<file path="src/rtl/decode_in_capture.sv">
// rtl/decode_in_capture.sv - decode_in beat capture FWFT FIFO with drop/txn counters and NPC check
// Optional macro DECODE_IN_CAPTURE_TIMESTAMP_EN adds a per-beat cycle timestamp and the cap_ts port.
module decode_in_capture #(
    parameter int DEPTH = 8,
    parameter int CNT_W = 16,
    parameter int OVF_W = 8
) (
    input  logic             clock,
    input  logic             reset,
    input  logic             enable_decode,
    input  logic [15:0]      Instr_dout,
    input  logic [15:0]      npc_in,
    output logic             cap_valid,
    input  logic             cap_ready,
    output logic [15:0]      cap_instr,
    output logic [15:0]      cap_npc,
`ifdef DECODE_IN_CAPTURE_TIMESTAMP_EN
    output logic [15:0]      cap_ts,
`endif
    output logic             full,
    output logic [CNT_W-1:0] txn_cnt,
    output logic [OVF_W-1:0] ovf_cnt,
    output logic             seq_err
);
    localparam int PTR_W = $clog2(DEPTH);
`ifdef DECODE_IN_CAPTURE_TIMESTAMP_EN
    localparam int ENT_W = 48;
`else
    localparam int ENT_W = 32;
`endif
    localparam logic [PTR_W:0] FULL_CNT = (PTR_W + 1)'(DEPTH);

    logic [ENT_W-1:0] mem_q [DEPTH];
    logic [ENT_W-1:0] entry_d;
    logic [ENT_W-1:0] head;

    logic [PTR_W-1:0] wr_ptr_q, wr_ptr_d;
    logic [PTR_W-1:0] rd_ptr_q, rd_ptr_d;
    logic [PTR_W:0]   count_q, count_d;
    logic [CNT_W-1:0] txn_cnt_q, txn_cnt_d;
    logic [OVF_W-1:0] ovf_cnt_q, ovf_cnt_d;
    logic             seq_err_q, seq_err_d;
    logic             have_prev_q, have_prev_d;
    logic [15:0]      prev_npc_q, prev_npc_d;

    logic is_empty, is_full, pop, accept, drop;

`ifdef DECODE_IN_CAPTURE_TIMESTAMP_EN
    logic [15:0] ts_q, ts_d;

    always_comb begin
        ts_d = ts_q + 16'd1;
    end

    always_ff @(posedge clock or posedge reset) begin
        if (reset) begin
            ts_q <= 16'd0;
        end else begin
            ts_q <= ts_d;
        end
    end
`endif

    always_comb begin
        is_empty = (count_q == '0);
        is_full  = (count_q == FULL_CNT);
        pop      = !is_empty && cap_ready;
        // A full FIFO still accepts a beat when the head leaves on the same edge.
        accept   = enable_decode && (!is_full || pop);
        drop     = enable_decode && is_full && !pop;
`ifdef DECODE_IN_CAPTURE_TIMESTAMP_EN
        entry_d  = {Instr_dout, npc_in, ts_q};
`else
        entry_d  = {Instr_dout, npc_in};
`endif
    end

    always_comb begin
        wr_ptr_d    = accept ? wr_ptr_q + PTR_W'(1) : wr_ptr_q;
        rd_ptr_d    = pop ? rd_ptr_q + PTR_W'(1) : rd_ptr_q;
        count_d     = count_q;
        case ({accept, pop})
            2'b10:   count_d = count_q + (PTR_W + 1)'(1);
            2'b01:   count_d = count_q - (PTR_W + 1)'(1);
            default: count_d = count_q;
        endcase
        txn_cnt_d   = accept ? txn_cnt_q + CNT_W'(1) : txn_cnt_q;
        ovf_cnt_d   = (drop && (ovf_cnt_q != '1)) ? ovf_cnt_q + OVF_W'(1) : ovf_cnt_q;
        seq_err_d   = seq_err_q;
        have_prev_d = have_prev_q;
        prev_npc_d  = prev_npc_q;
        if (accept) begin
            // 16-bit wrap makes FFFF -> 0000 a legal successor.
            if (have_prev_q && (npc_in != prev_npc_q + 16'd1)) begin
                seq_err_d = 1'b1;
            end
            have_prev_d = 1'b1;
            prev_npc_d  = npc_in;
        end
    end

    always_ff @(posedge clock or posedge reset) begin
        if (reset) begin
            wr_ptr_q    <= '0;
            rd_ptr_q    <= '0;
            count_q     <= '0;
            txn_cnt_q   <= '0;
            ovf_cnt_q   <= '0;
            seq_err_q   <= 1'b0;
            have_prev_q <= 1'b0;
            prev_npc_q  <= 16'd0;
        end else begin
            wr_ptr_q    <= wr_ptr_d;
            rd_ptr_q    <= rd_ptr_d;
            count_q     <= count_d;
            txn_cnt_q   <= txn_cnt_d;
            ovf_cnt_q   <= ovf_cnt_d;
            seq_err_q   <= seq_err_d;
            have_prev_q <= have_prev_d;
            prev_npc_q  <= prev_npc_d;
        end
    end

    // Storage needs no reset: contents are masked by the occupancy count.
    always_ff @(posedge clock) begin
        if (!reset && accept) begin
            mem_q[wr_ptr_q] <= entry_d;
        end
    end

    always_comb begin
        head      = mem_q[rd_ptr_q];
        cap_valid = !is_empty;
        full      = is_full;
        cap_instr = is_empty ? 16'd0 : head[ENT_W-1 -: 16];
        cap_npc   = is_empty ? 16'd0 : head[ENT_W-17 -: 16];
`ifdef DECODE_IN_CAPTURE_TIMESTAMP_EN
        cap_ts    = is_empty ? 16'd0 : head[15:0];
`endif
        txn_cnt   = txn_cnt_q;
        ovf_cnt   = ovf_cnt_q;
        seq_err   = seq_err_q;
    end
endmodule
</file>
<file path="config.mk">
export PLATFORM = sky130hd
export DESIGN_NAME = decode_in_capture
export DESIGN_NICKNAME = d
export VERILOG_FILES = /design/src/rtl/decode_in_capture.sv
export SDC_FILE = /design/constraint.sdc
export NUM_CORES = 1
export LEC_CHECK = 0
export BUFFER_PORTS_ARGS = -buffer_cell sky130_fd_sc_hd__buf_2
export CORE_MARGIN = 10
export CORE_UTILIZATION = 62
export CTS_BUF_LIST = sky130_fd_sc_hd__clkbuf_8
export CTS_CLUSTER_SIZE = 25
export DETAILED_ROUTE_END_ITERATION = 8
export GPL_ROUTABILITY_DRIVEN = 0
export GPL_TIMING_DRIVEN = 0
export PLACE_DENSITY = 0.8
export SETUP_SLACK_MARGIN = 0.05
export SYNTH_ARGS = -nofsm -noshare
export SYNTH_HDL_FRONTEND = slang
export SYNTH_SLANG_ARGS = --single-unit
</file>
<file path="constraint.sdc">
create_clock -name clock -period 5.4 [get_ports clock]
set_input_delay 0 -clock clock [delete_from_list [all_inputs] [get_ports clock]]
set_output_delay 0 -clock clock [all_outputs]
set_load 0.05 [all_outputs]
</file>
==> impl_metrics.env <==
export IMPL_netlist_top_cells_count="edfxtp_1 (256), nand2_1 (67), mux4_2 (64)"
export IMPL_grtUsageTotal_pct=21.3
export IMPL_drc_errors=0
export IMPL_die_area_um2=26300
export IMPL_synthMuxAreaShare_pct=14.4
export IMPL_cts_buffers=47
export IMPL_vias=7190
export IMPL_crit_chain="nor3_1, and3b_1, nor2b_1, clkbuf_1, nand2_1, nor4_2, buf_4, buf_4, buf_4"
export IMPL_cpMostUsedCell="buf_4"
export IMPL_swShare_pct=38.1
export IMPL_critical_path_max_fanout=10
export IMPL_post_cts_buffers=0
export IMPL_core_area_um2=19700
export IMPL_worst_pin_slew_ns=1.03
export IMPL_ys_seq_elements=308
export IMPL_synthesis_area_um2=12500
export IMPL_yosysWarningCount=0
export IMPL_power_net_switching_uw=2880
export IMPL_post_drt_wl_per_cell_um=22.2
export IMPL_dieHeight_um=162
export IMPL_synth_top_area_share_pct=61.5
export IMPL_dr_pass1_iters=6
export IMPL_cts_sinks=308
export IMPL_ys_flop_type="edfxtp_1"
export IMPL_crit_type="register to register"
export IMPL_synth_most_common_cell="edfxtp_1"
export IMPL_p_clk_share_pct=22.8
export IMPL_grt_antenna_before_repair=0
export IMPL_post_cts_resized=0
export IMPL_io_buffers=94
export IMPL_hold_path_class="primary input to asynchronous set/reset pin"
export IMPL_cts_tree="done"
export IMPL_drt_iter0_markers=606
export IMPL_grt_max_degree=29
export IMPL_yosysTopAreaCell="edfxtp_1"
export IMPL_gr_total_overflow=0
export IMPL_synth_cell_types=53
export IMPL_vdd_drop_max_mv=0.406
export IMPL_areaGrowthSynthToFinish_pct=18.9
export IMPL_clock_latency_ns=0.56
export IMPL_power_leakage_uw=0.00560
export IMPL_finalSetupViolations=0
export IMPL_htree_levels=2
export IMPL_finalPower_uw=7540
export IMPL_clk_pin_slew_ns=0.06
export IMPL_skew_ns=0.0149
export IMPL_diodes=0
export IMPL_power_frac_comb_pct=38.2
export IMPL_floorplan_initialDensity_pct=63.6
export IMPL_top_layer_used="met4"
export IMPL_rsz0062_at_grt="no"
export IMPL_status="completed"
export IMPL_final_nets=963
export IMPL_wl_met1_mm=10.7
export IMPL_path_buf_inv=4
export IMPL_drv_slew=0
export IMPL_maxSlewHeadroom_pct=31.4
export IMPL_startpoint_type="register"
export IMPL_crit_slowest_cell="nor4_2"
export IMPL_fin_crit_ns=3.26
export IMPL_grt_pass1_vias=7701
export IMPL_drt_wl_total_mm=27.2
export IMPL_design_area_um2=14900
export IMPL_synth_nets=754
export IMPL_hold_ws_ns=0.125
export IMPL_filler_cell_count=1210
export IMPL_synth_compound_area_share_pct=1.49
export IMPL_drive_gt1_share_pct=28.5
export IMPL_synth_xor_area_share_pct=3.43
export IMPL_worstPathRequired_ns=5.67
export IMPL_grt_pass1_wl_mm=43.2
export IMPL_max_freq_mhz=307
export IMPL_worst_path_largest_cell_delay_ns=0.67
export IMPL_dp_hpwl_mm=18.7
export IMPL_arrival_ns=3.52
export IMPL_synth_top_family_by_area="multiplexers"
export IMPL_ios=95
export IMPL_holdBufCountCts=35
export IMPL_cts_root_buf="clkbuf_8"
export IMPL_p_per_area_nw_per_um2=507
export IMPL_clockBufferDepth=3
export IMPL_synth_simple_area_share_pct=6.65
export IMPL_synth_area_per_cell_um2=17.6
export IMPL_postSynthCellCount=710
export IMPL_internal_power_uw=4670
export IMPL_wl_met3_mm=2.17
export IMPL_finalHoldViolations=0
export IMPL_post_route_period_util_pct=60.3
export IMPL_ys_top_cells_by_area="edfxtp_1 (61%), mux4_2 (12%), dfrtp_1 (10%), mux2i_1 (2.7%), xnor2_1 (2.1%)"
export IMPL_antenna_left=0
export IMPL_cp_end_kind="register"
export IMPL_avgViaCountPerCell=5.88
export IMPL_synth_yosys_seq_area_share_pct=71.9
export IMPL_cpLargestDelayFamily="simple AND/OR/NAND/NOR gates"
export IMPL_synthArstFlopShare_pct=16.9
export IMPL_drv_cap=0
export IMPL_p_seq_share_pct=39.0
export IMPL_post_dp_cell_area_um2=13700
export IMPL_rows=51
export IMPL_met2WireLength_mm=13.8
export IMPL_synth_fa_ha_area_share_pct=0.860
export IMPL_chipWidth_um=162
export IMPL_synth_edff_count=256
## power by group through the flow
stage	clock network, uW	logic [uW]	registers, uW
5_1_grt	1870	3070	2960
3_3_place_gp	0	2760	2990
6_report	1720	2880	2950
3_5_place_dp	0	2890	2990
4_1_cts	1750	2920	2940
2_1_floorplan	0	2040	3060
## cells by family (layout without fill, tap and decap cells)
kind of cell | count (synthesis) | count (layout)
XOR/XNOR | 49 | 49
buffers and inverters | 40 | 287
AND/OR/NAND/NOR | 178 | 178
adder cells (fa/ha/maj) | 8 | 8
multiplexers | 100 | 100
AO/OA/AOI/OAI | 27 | 27
flip-flops | 308 | 308
## registers in the layout, summed over array words and instances (netlist names)
register	count
seq_err	1
mem_q	256
prev_npc_q	16
count_q	4
wr_ptr_q	3
ovf_cnt	8
rd_ptr_q	3
have_prev_q	1
txn_cnt	16
## stage by stage
step           setup slack (ns)  util (%)  std cells  TNS [ns]
2_1_floorplan             0.395         -        710         0
3_3_place_gp              -3.15      67.7       1069   -468.21
3_5_place_dp               2.24      69.5       1100         0
4_1_cts                    2.24      75.6       1222         0
5_1_grt                    1.92      75.6       1222         0
6_report                   2.14      75.6       1222         0
## routing by layer
| metal | track usage [%] | vias to the layer above |
|---|---|---|
| met4 | 7.32 | 0 |
| met5 | 0 | - |
| met1 | 27.5 | 3657 |
| met3 | 5.11 | 43 |
| li1 | - | 3181 |
| met2 | 34.9 | 309 |
## layout by cell type (no fill, tap or decap), types with 3 or more instances in the layout
cell and n:
a21oi_1 7, and3_1 3, buf_1 6, buf_2 99, buf_4 20, buf_6 9
clkbuf_1 16, clkbuf_8 51, clkinv_1 5, clkinv_2 6, dfrtp_1 52, dlygate4sd3_1 35
edfxtp_1 256, ha_1 7, inv_1 35, mux2i_1 34, mux4_2 64, nand2_1 67
nand2b_1 3, nand3_1 12, nand4_1 7, nor2_1 48, nor3_1 7, nor3_2 4
nor4_1 3, nor4_2 4, o21ai_0 7, xnor2_1 30, xor2_1 19
## final cells by class
| class | instances | area, um^2 | share of cell area (%) |
|---|---|---|---|
| timing repair buffer | 160 | 1130 | 7.58 |
| tap | 265 | 332 | 2.23 |
| buffer | 28 | 115 | 0.774 |
| clock buffer | 51 | 702 | 4.72 |
| multi-input combinational | 362 | 3410 | 22.9 |
| clock inverter | 36 | 150 | 1.01 |
| inverter | 12 | 45.0 | 0.303 |
| sequential | 308 | 8990 | 60.5 |
## worst paths after layout
kind	from	end	slack, ns	cells after the start
worst max-delay path	count_q[1]	mem_q[1][24]	2.14	9
worst min-delay path	reset	wr_ptr_q[2]	0.13	3
worst max register to register	count_q[1]	mem_q[1][24]	2.14	9
worst min register to register	have_prev_q	have_prev_q	0.47	1
max in group asynchronous	reset	ovf_cnt[6]	4.72	4
min in group clock	Instr_dout[4]	mem_q[2][20]	0.24	2
## tightest hold or removal path, cell delays in order
cell and delay [ns]:
dlygate4sd3_1 0.54, buf_2 0.17, inv_2 0.44
Power figures use the tool's default switching activity.
